[config.mk]
export PLATFORM = sky130hd
export DESIGN_NAME = uart_tx_param_flat
export DESIGN_NICKNAME = d
export VERILOG_FILES = /design/src/rtl/uart_pkg.sv /design/src/rtl/uart_tx_param_if.sv /design/src/rtl/uart_baud_gen.sv /design/src/rtl/uart_tx_param.sv /design/src/flat_wrapper.sv
export SDC_FILE = /design/constraint.sdc
export NUM_CORES = 1
export LEC_CHECK = 0
export CORE_MARGIN = 2
export CORE_UTILIZATION = 38
export CTS_CLUSTER_DIAMETER = 30
export CTS_CLUSTER_SIZE = 28
export DETAILED_ROUTE_END_ITERATION = 6
export PLACE_DENSITY = 0.65
export SETUP_SLACK_MARGIN = 0.3
export SLEW_MARGIN = 0
export SYNTH_ARGS = -nofsm -noshare
export SYNTH_HDL_FRONTEND = slang
export SYNTH_SLANG_ARGS = --single-unit
[constraint.sdc]
create_clock -name i_CLK -period 2.9 [get_ports i_CLK]
set_clock_uncertainty 0.2 [all_clocks]
set_input_delay 0.435 -clock i_CLK [delete_from_list [all_inputs] [get_ports i_CLK]]
set_output_delay 0.435 -clock i_CLK [all_outputs]
set_load 0.05 [all_outputs]
[src/rtl/uart_pkg.sv]
// -----------------------------------------------------------------------------
// uart_pkg
// Shared definitions for the parametrised UART blocks (transmitter today,
// receiver later).
//   uart_state_t  : frame state encoding (S_IDLE .. S_BREAK)
//   PARITY_*      : parity mode constants used by the PARITY_MODE parameter
//   calc_parity() : parity bit for a data word, zero-extended to 9 bits
// -----------------------------------------------------------------------------
package uart_pkg;

    typedef enum logic [2:0] {
        S_IDLE   = 3'd0,
        S_START  = 3'd1,
        S_DATA   = 3'd2,
        S_PARITY = 3'd3,
        S_STOP   = 3'd4,
        S_BREAK  = 3'd5
    } uart_state_t;

    localparam int PARITY_NONE = 0;
    localparam int PARITY_ODD  = 1;
    localparam int PARITY_EVEN = 2;

    localparam int MAX_DATA_BITS = 9;

    // Unused upper bits must be zero so they do not disturb the reduction.
    function automatic logic calc_parity(input logic [MAX_DATA_BITS-1:0] word,
                                         input int mode);
        logic p;
        p = ^word;
        return (mode == PARITY_ODD) ? ~p : p;
    endfunction

endpackage

[src/rtl/uart_tx_param_if.sv]
// -----------------------------------------------------------------------------
// uart_tx_param_if
// Valid/ready word handshake between a byte-stream source and uart_tx_param.
//   i_VALID : source presents a word
//   i_DATA  : word to transmit (DATA_BITS wide)
//   o_READY : transmitter can accept a word
// Modports: master = source side, slave = transmitter side.
// -----------------------------------------------------------------------------
interface uart_tx_param_if #(
    parameter int DATA_BITS = 8
);
    logic                 i_VALID;
    logic [DATA_BITS-1:0] i_DATA;
    logic                 o_READY;

    modport master (
        output i_VALID,
        output i_DATA,
        input  o_READY
    );

    modport slave (
        input  i_VALID,
        input  i_DATA,
        output o_READY
    );
endinterface

[src/rtl/uart_baud_gen.sv]
// -----------------------------------------------------------------------------
// uart_baud_gen
// Bit-period counter: counts 0..CLKS_PER_BIT-1 while enabled and wraps.
//   i_CLK   : clock
//   i_RESET : synchronous, active-high reset (counter to 0)
//   i_CLEAR : hold the counter at 0 (takes priority over i_EN)
//   i_EN    : count
//   o_TICK  : high during the terminal-count cycle of an enabled period
// -----------------------------------------------------------------------------
module uart_baud_gen #(
    parameter int CLKS_PER_BIT = 16
) (
    input  logic i_CLK,
    input  logic i_RESET,
    input  logic i_CLEAR,
    input  logic i_EN,
    output logic o_TICK
);
    localparam int CW = $clog2(CLKS_PER_BIT);
    localparam logic [CW-1:0] TERM = CW'(CLKS_PER_BIT - 1);

    if (CLKS_PER_BIT < 2) begin : g_bad_cpb
        $error("uart_baud_gen: CLKS_PER_BIT must be >= 2");
    end

    logic [CW-1:0] cnt_q, cnt_d;
    logic          term;

    assign term   = (cnt_q == TERM);
    assign o_TICK = i_EN && !i_CLEAR && term;

    always_comb begin
        cnt_d = cnt_q;
        if (i_CLEAR) begin
            cnt_d = '0;
        end else if (i_EN) begin
            cnt_d = term ? '0 : cnt_q + CW'(1);
        end
    end

    always_ff @(posedge i_CLK) begin
        if (i_RESET) begin
            cnt_q <= '0;
        end else begin
            cnt_q <= cnt_d;
        end
    end
endmodule

[src/rtl/uart_tx_param.sv]
// -----------------------------------------------------------------------------
// uart_tx_param
// Parametrised UART transmitter, LSB first:
//   start, DATA_BITS data, optional parity, STOP_BITS stop bits.
// Parameters: CLKS_PER_BIT (>=2), DATA_BITS (5..9), PARITY_MODE (0 none,
//   1 odd, 2 even), STOP_BITS (1 or 2).
// Ports:
//   i_CLK, i_RESET : clock, synchronous active-high reset
//   s_if (slave)   : i_VALID / i_DATA / o_READY word handshake
//   i_BREAK        : line-break request (only with UART_TX_BREAK_EN)
//   o_TX           : registered serial line, idle high
//   o_TX_BUSY      : high while a frame (or break) is in progress
//   o_DONE         : one-cycle pulse when a frame completes
// Build option: define UART_TX_BREAK_EN to add i_BREAK and the BREAK state.
// -----------------------------------------------------------------------------
module uart_tx_param #(
    parameter int CLKS_PER_BIT = 16,
    parameter int DATA_BITS    = 8,
    parameter int PARITY_MODE  = 0,
    parameter int STOP_BITS    = 1
) (
    input  logic           i_CLK,
    input  logic           i_RESET,
    uart_tx_param_if.slave s_if,
`ifdef UART_TX_BREAK_EN
    input  logic           i_BREAK,
`endif
    output logic           o_TX,
    output logic           o_TX_BUSY,
    output logic           o_DONE
);
    import uart_pkg::*;

    localparam int BCW = 4;
    localparam logic [BCW-1:0] LAST_DATA = BCW'(DATA_BITS - 1);
    localparam logic [BCW-1:0] LAST_STOP = BCW'(STOP_BITS - 1);

    if (CLKS_PER_BIT < 2) begin : g_bad_cpb
        $error("uart_tx_param: CLKS_PER_BIT must be >= 2");
    end
    if (DATA_BITS < 5 || DATA_BITS > MAX_DATA_BITS) begin : g_bad_db
        $error("uart_tx_param: DATA_BITS must be 5..9");
    end
    if (PARITY_MODE < PARITY_NONE || PARITY_MODE > PARITY_EVEN) begin : g_bad_pm
        $error("uart_tx_param: PARITY_MODE must be 0, 1 or 2");
    end
    if (STOP_BITS < 1 || STOP_BITS > 2) begin : g_bad_sb
        $error("uart_tx_param: STOP_BITS must be 1 or 2");
    end

    uart_state_t          state_q, state_d;
    logic [DATA_BITS-1:0] shift_q, shift_d;
    logic                 parity_q, parity_d;
    logic [BCW-1:0]       bit_cnt_q, bit_cnt_d;
    logic                 tx_q, tx_d;
    logic                 done_q, done_d;
    logic                 baud_clear, baud_en, baud_tick;
    logic                 brk_in;

`ifdef UART_TX_BREAK_EN
    assign brk_in = i_BREAK;
`else
    assign brk_in = 1'b0;
`endif

    // The counter is held at 0 while idle and while the break is asserted,
    // so the first period after either always lasts a full CLKS_PER_BIT.
    assign baud_en    = (state_q != S_IDLE);
    assign baud_clear = (state_q == S_IDLE) || ((state_q == S_BREAK) && brk_in);

    uart_baud_gen #(
        .CLKS_PER_BIT(CLKS_PER_BIT)
    ) u_baud (
        .i_CLK  (i_CLK),
        .i_RESET(i_RESET),
        .i_CLEAR(baud_clear),
        .i_EN   (baud_en),
        .o_TICK (baud_tick)
    );

    // Break has priority, so a pending word is not handshaken while it is up.
    assign s_if.o_READY = (state_q == S_IDLE) && !brk_in;
    assign o_TX_BUSY    = (state_q != S_IDLE);
    assign o_TX         = tx_q;
    assign o_DONE       = done_q;

    always_comb begin
        state_d   = state_q;
        shift_d   = shift_q;
        parity_d  = parity_q;
        bit_cnt_d = bit_cnt_q;
        done_d    = 1'b0;

        case (state_q)
            S_IDLE: begin
                if (brk_in) begin
                    state_d = S_BREAK;
                end else if (s_if.i_VALID) begin
                    state_d   = S_START;
                    shift_d   = s_if.i_DATA;
                    parity_d  = calc_parity(MAX_DATA_BITS'(s_if.i_DATA), PARITY_MODE);
                    bit_cnt_d = '0;
                end
            end
            S_START: begin
                if (baud_tick) begin
                    state_d = S_DATA;
                end
            end
            S_DATA: begin
                if (baud_tick) begin
                    if (bit_cnt_q == LAST_DATA) begin
                        bit_cnt_d = '0;
                        state_d   = (PARITY_MODE != PARITY_NONE) ? S_PARITY : S_STOP;
                    end else begin
                        bit_cnt_d = bit_cnt_q + BCW'(1);
                        shift_d   = shift_q >> 1;
                    end
                end
            end
            S_PARITY: begin
                if (baud_tick) begin
                    state_d = S_STOP;
                end
            end
            S_STOP: begin
                // bit_cnt_q is reused to count stop bits.
                if (baud_tick) begin
                    if (bit_cnt_q == LAST_STOP) begin
                        bit_cnt_d = '0;
                        state_d   = S_IDLE;
                        done_d    = 1'b1;
                    end else begin
                        bit_cnt_d = bit_cnt_q + BCW'(1);
                    end
                end
            end
`ifdef UART_TX_BREAK_EN
            S_BREAK: begin
                // Ticks only after i_BREAK drops: one bit period of mark.
                if (baud_tick) begin
                    state_d = S_IDLE;
                end
            end
`endif
            default: begin
                state_d = S_IDLE;
            end
        endcase

        // Line level follows the next state so o_TX changes on the same edge
        // as the state register.
        tx_d = 1'b1;
        case (state_d)
            S_START:  tx_d = 1'b0;
            S_DATA:   tx_d = shift_d[0];
            S_PARITY: tx_d = parity_d;
`ifdef UART_TX_BREAK_EN
            S_BREAK:  tx_d = ~brk_in;
`endif
            default:  tx_d = 1'b1;
        endcase
    end

    always_ff @(posedge i_CLK) begin
        if (i_RESET) begin
            state_q   <= S_IDLE;
            shift_q   <= '0;
            parity_q  <= 1'b0;
            bit_cnt_q <= '0;
            tx_q      <= 1'b1;
            done_q    <= 1'b0;
        end else begin
            state_q   <= state_d;
            shift_q   <= shift_d;
            parity_q  <= parity_d;
            bit_cnt_q <= bit_cnt_d;
            tx_q      <= tx_d;
            done_q    <= done_d;
        end
    end
endmodule

[src/flat_wrapper.sv]
// flat-port wrapper written by rule: the top's interface ports become plain ports
module uart_tx_param_flat import uart_pkg::*;
#(
    parameter int CLKS_PER_BIT = 16,
    parameter int DATA_BITS    = 8,
    parameter int PARITY_MODE  = 0,
    parameter int STOP_BITS    = 1
)
  (i_CLK, i_RESET, o_TX, o_TX_BUSY, o_DONE, s_if_i_VALID, s_if_i_DATA, s_if_o_READY);
  uart_tx_param_if #(.DATA_BITS(DATA_BITS)) s_if_i ();
  input  logic i_CLK;
  input  logic i_RESET;
  output logic o_TX;
  output logic o_TX_BUSY;
  output logic o_DONE;
  input wire logic [$bits(s_if_i.i_VALID)-1:0] s_if_i_VALID;
  input wire logic [$bits(s_if_i.i_DATA)-1:0] s_if_i_DATA;
  output wire logic [$bits(s_if_i.o_READY)-1:0] s_if_o_READY;
  assign s_if_i.i_VALID = s_if_i_VALID;
  assign s_if_i.i_DATA = s_if_i_DATA;
  assign s_if_o_READY = s_if_i.o_READY;
  uart_tx_param #(.CLKS_PER_BIT(CLKS_PER_BIT), .DATA_BITS(DATA_BITS), .PARITY_MODE(PARITY_MODE), .STOP_BITS(STOP_BITS)) u_core (.i_CLK(i_CLK), .i_RESET(i_RESET), .s_if(s_if_i), .o_TX(o_TX), .o_TX_BUSY(o_TX_BUSY), .o_DONE(o_DONE));
endmodule
---- Yosys cells after proc, flatten, opt, wreduce, memory -nomap -nowiden ----
Index checks and enable logic that the tools add are counted.
cells by class
  add/sub/neg operators ................... 2
  reductions and logical operators ........ 13
  equal/unequal tests ..................... 13
  muxes and demuxes ....................... 23
  bitwise operators ....................... 2
operators by type and width
  operator                                                count
  two-way mux 4 bit                                       6
  two-way mux 8 bit                                       3
  two-way mux 3 bit                                       7
  case mux 8 bit (2 select lines)                         1
  case mux 3 bit (5 select lines)                         1
  == test 3 x 2 -> 1 bit (second input constant)          4
  case mux 4 bit (3 select lines)                         1
  parity 9 bit                                            1
  adder 4 x 1 -> 4 bit (second input constant)            2
  AND reduction 4 bit                                     2
  == test 3 x 1 -> 1 bit (second input constant)          2
  nonzero test 3 bit                                      2
  == test 4 x 3 -> 1 bit (second input constant)          1
  == test 4 bit (second input constant)                   1
  zero test 4 bit                                         1
  inequality test 2 x 1 -> 1 bit (second input constant)  2
  inequality test 2 bit (second input constant)           2
  == test 3 bit (second input constant)                   1
  zero test 3 bit                                         1
  two-way mux 1 bit                                       3
  case mux 1 bit (3 select lines)                         1
  OR reduction 3 bit                                      1
  logical AND 1 bit                                       2
  NOT 1 bit                                               2
  3 further kinds                                         3
word-level totals
  register bits after elaboration ......... 22
  output and inout bits ................... 4
  logic and storage cells ................. 61

---- Depth between registers and ports, before layout ----
  depth in word-level cells ............... 8
  gate-level depth with buffers ........... 6
  depth with buffers taken out ............ 6

---- Modules after synthesis ----
From an unflattened synthesis, not the netlist that was laid out.
unflattened totals
  cells, all modules ...................... 131
  area, all modules ....................... 1,184.9 sq um
modules (own cells, without submodules)
  module         cells an instance  instances  area each (sq um)  sequential area each (sq um)
  uart_tx_param  112                1          1,003.5            360.3
  uart_baud_gen  19                 1          181.4              80.1

---- Least setup slack after synthesis ----
Ideal clock, no wire load.
  path kind ............................... register to output
  from .................................... reg u_core.state_q[0]
  to ...................................... out o_TX_BUSY
  required time ........................... 2.265 ns
  stages on the path, launching flop included .. 6
  path slack .............................. 0.517 ns
  arrival ................................. 1.748 ns
  cells stage by stage .................... dfxtp_1 buf_6 or2_2 buf_6 nor2_2 inv_1
on the way
  longest elaborated chain between the ends .. 1
ends and longest elaborated chain
  what                      line                  RTL
  start: declaration        uart_tx_param.sv:51   uart_state_t state_q, state_d;
  start signal: assignment  uart_tx_param.sv:174  state_q <= state_d;
  nonzero test 3 bit        uart_tx_param.sv:83   assign o_TX_BUSY = (state_q != S_IDLE);
  end: declaration          flat_wrapper.sv:14    output logic o_TX_BUSY;
No other way between the ends.

---- Final worst setup path ----
  from .................................... reg u_core.state_q[0]
  to ...................................... out s_if_o_READY
on the way
  longest elaborated chain between the ends .. 1
ends and longest elaborated chain
  what              line                 RTL
  zero test 3 bit   uart_tx_param.sv:82  assign s_if.o_READY = (state_q == S_IDLE) && !brk_in;
  end: declaration  flat_wrapper.sv:18   output wire logic [$bits(s_if_i.o_READY)-1:0] s_if_o_READY;
No other way between the ends.

==> results.env <==
RESULT_OF_THE_RUN='finished, final reports clean'
CRITICAL_PATH.CELL_CHAIN='or2_2 > nor2_2 > clkdlybuf4s15_1'
STARTPOINT='u_core.state_q[0]$_SDFF_PP0_'
CRITICAL_PATH.REG2REG.STARTPOINT='u_core.u_baud.cnt_q[0]$_SDFFE_PP0N_'
CRIT_ARRIVAL_PS=1940
CRITICAL_PATH.STARTPOINT_TYPE='flop'
SYNTH_TOP_AREA_CELL='dfxtp_1'
WORST_EP_REQUIRED_TIME_PS=2270
POST_SYNTH_INSTANCE_AREA_UM2=1211
YS.FLOP_TYPE='dfxtp_1'
POST-ROUTE-WORST-SETUP-SLACK_PS=328.2
POST_ROUTE_CELLS_DRIVE_ABOVE_1_SHARE_PCT=8.609
POSTLAYOUTCELLAREA_UM2=1405
CLOCK_TREE_FROM_TRITONCTS='built'
DR.FIRST_ITER.DRC_COUNT=53
CLK_ROOT_BUFFER_CELL='clkbuf_4'
GRT_PASS1_WL_UM=4657
SYNTH.DISTINCT_CELLS=44
CRITPATHCAPTURETYPE='output pin'
PLACEMENT.CELL_AREA_UM2=1374
MAXCLOCKFREQUENCY_MHz=388.8
SEQUENTIAL_CELL_AREA_UM2=440.4
DRV_CAP=0
FIRST_PASS_ITERS=4
CLK-INSERTION-DELAY-LATE_PS=310
TIMING.FINAL.CRIT_SHARE_PCT=88.68
CLOCKBUFFERDEPTH=2
FINAL_MAX_SLEW_VIOL_COUNT=0
SYNTH_COMMONEST_CELLS='dfxtp_1 (22), a21oi_1 (12), o21ai_0 (12)'
BUFFER_PORTS.INSERTED=14
ASYNCSETRESETFLOPFRACSYNTH_PCT=0
SYNTH_TOP_CELL_AREA_SHARE_PCT=36.36
FINISH.NET_COUNT=166
FP.DIEH_UM=60.46
WORST_HOLD_SLACK_PS=271.7
DRC_ERRORS=0
CRITICAL-PATH-SLOWEST-CELL='clkdlybuf4s15_1'
ANTENNADIODECOUNT=0
VIASPERCELL=5.667
TIMING.SETUP.CRITICAL_PATH_CLASS='flop to output pin'
REG2REG_TO='u_core.o_TX$_SDFF_PP1_'
NUMBER_OF_CLOCK_SINKS_SEEN_BY_CTS=22
DIEWIDTH_UM=60.46
POST_CTS_RESIZE_COUNT=2
YOSYS_REGISTER_BITS=22
CRIT_PATH_END='s_if_o_READY'
NET_COUNT_AFTER_SYNTHESIS=152
TIGHTESTPINTRANSITION_PS=559.1
NUMBER_OF_ANTENNA_VIOLATIONS_AT_THE_FIRST_CHECK_IN_GLOBAL_ROUTING=0
SLEW-LIMIT-HEADROOM_PCT=62.50
HOLD_BUFFERS=0
RSZ0062_AT_GRT='true'
P_LEAK_nW=0.4502
WL_PER_CELL_UM=13.68
CTS-BUFFERS-INSERTED=3
GLOBAL_ROUTE.USAGE.TOTAL_PCT=16.78
CLKSLEWWORSTSETUPHOLDPATHS_PS=130
MOST_NUMEROUS_CELL_IN_THE_YOSYS_NETLIST='dfxtp_1'
TIMING_HOLD_VIOLATIONS_FINAL=0
CTS_HTREE_LEVELS=1
IO-PIN-COUNT=15
MAX_STAGE_DELAY_PS=530
PRECTSSETUPSLACK_PS=368.6
HOLD_PATH_CLASS='flop to flop'
TNS_PS=0
WIRELENGTH_UM=2668
SETUP_FAILING_EPS_FINAL=0
DETAILROUTE.VIA_COUNT=1105
YOSYSWARNINGCOUNT=0
CRIT_FANOUT=12
FLOORPLAN.CORE_AREA_UM2=3053
SYN_INST=138
SYNTH_TOP_CELLS_BY_AREA='dfxtp_1 (36%), xnor2_1 (5.8%), a21oi_1 (5.0%)'
DP.FINAL_HPWL_UM=1974
ANT_NETS=0
AREA_DELTA_SYNTH_FINAL_PCT=16.01
POWER_DENSITY_nW_PER_UM2=428.2
FILLERS=317
VIAS_IN_THE_FIRST_GLOBAL_ROUTE=1049
REG2REGPATHDEPTH=5
PLACER_S_FINAL_ROUTABILITY_CONGESTION_ESTIMATE=0.7945
VDD_DROP_MAX_V=0.0002693
FRACTION_OF_THE_YOSYS_AREA_TAKEN_BY_SEQUENTIAL_CELLS_PCT=36.36
FP-ROW-COUNT=20
FINAL.MIN_CLOCK_PERIOD_PS=2572
GRT_START_MAX_NET_PINS=20
POST-CTS-SETUP-BUFFERS=0
EFFECTIVE_UTILIZATION_AT_FLOORPLAN_PCT=39.67
NUMBER_OF_ENABLE_TYPE_REGISTER_CELLS_IN_THE_SYNTHESIZED_NETLIST=0
DIE_AREA_UM2=3655
SYNTH.AVG_CELL_AREA_UM2=8.777
MULTI_INPUT_AREA_UM2=696.9
REG2REG_SETUP_SLACK_PS=850
GLOBALROUTEOVERFLOWTOTAL=0
[how the worst min path moves through the flow]
stage,from,end,slack (ps),depth (start not counted)
2_1_floorplan,u_core.u_baud.cnt_q[0]$_SDFFE_PP0N_,u_core.u_baud.cnt_q[0]$_SDFFE_PP0N_,230,1
3_3_place_gp,u_core.u_baud.cnt_q[0]$_SDFFE_PP0N_,u_core.u_baud.cnt_q[0]$_SDFFE_PP0N_,260,1
3_5_place_dp,u_core.u_baud.cnt_q[0]$_SDFFE_PP0N_,u_core.u_baud.cnt_q[0]$_SDFFE_PP0N_,260,1
4_1_cts,u_core.u_baud.cnt_q[0]$_SDFFE_PP0N_,u_core.u_baud.cnt_q[0]$_SDFFE_PP0N_,280,1
5_1_grt,u_core.u_baud.cnt_q[0]$_SDFFE_PP0N_,u_core.u_baud.cnt_q[0]$_SDFFE_PP0N_,290,1
6_report,u_core.u_baud.cnt_q[0]$_SDFFE_PP0N_,u_core.u_baud.cnt_q[0]$_SDFFE_PP0N_,270,1
[worst max-delay path, delay by kind of cell (launching register included)]
kind / cells / cell delay (ps)
buffers and inverters: 1 / 530
flip-flops: 1 / 430
AND/OR/NAND/NOR: 2 / 650
[where the power goes]
part	switching [mW]	total, mW	internal [mW]
combinational	0.0592	0.105	0.0459
clock	0.0961	0.173	0.0766
sequential	0.00900	0.324	0.315
total	0.164	0.602	0.437
[through the flow]
step	instances	power, mW	utilization (%)
finish	195	0.6016	46.02
global route	195	0.6353	46.02
CTS	195	0.6073	46.11
detailed placement	191	0.4375	45.00
global placement	191	0.4354	45.00
floorplan	138	0.4030	-
[cells in the final DEF (no fill, tap or decap), types with 2 or more instances in the layout]
cell	synthesis	final
dfxtp_1	22	22
o21ai_0	12	12
a21oi_1	12	12
clkdlybuf4s50_1	0	12
xnor2_1	8	8
a22oi_1	7	7
inv_1	6	6
o211ai_1	6	6
nand3_1	5	5
nand2b_1	4	4
nand2_1	4	4
nor3_1	4	4
nand4_1	3	3
nor4_1	3	3
nor2_1	3	3
ha_1	3	3
clkbuf_4	0	3
and3_1	2	2
nor3b_1	2	2
o32ai_1	2	2
or3_1	2	2
buf_4	1	2
[final cells by class]
cell class	count	area share (%)
well taps	44	3.918
clock buffers	4	2.582
multi-input cells	102	49.60
repair buffers	16	10.69
flip-flops and latches	22	31.34
inverters	7	1.870
[cells by family (layout without fill, tap and decap cells)]
group,Yosys count,count (layout),synth area share [%]
flip-flops,22,22,36.36
XOR/XNOR,9,9,6.509
adder cells (fa/ha/maj),3,3,3.100
buffers and inverters,14,27,6.095
multiplexers,1,1,0.8265
AND/OR/NAND/NOR,42,42,22.21
AO/OA/AOI/OAI,47,47,24.90
[registers in the layout, indices dropped and copies added, names as in the netlist]
signal / count
u_core.bit_cnt_q: 4
u_core.o_DONE: 1
u_core.o_TX: 1
u_core.parity_q: 1
u_core.shift_q: 8
u_core.state_q: 3
u_core.u_baud.cnt_q: 4
[routing by layer]
layer / global-route usage [%] / part of all wire (%) / up-vias / wire length (um)
met2: 27.64 / 46 / 35 / 1240
met5: 0 / 0 / - / 0
li1: - / - / 542 / -
met3: 4.051 / 6.0 / 4 / 161
met4: 4.969 / 1.5 / 0 / 41
met1: 21.93 / 46 / 524 / 1225
(Power assumes the default switching activity.)
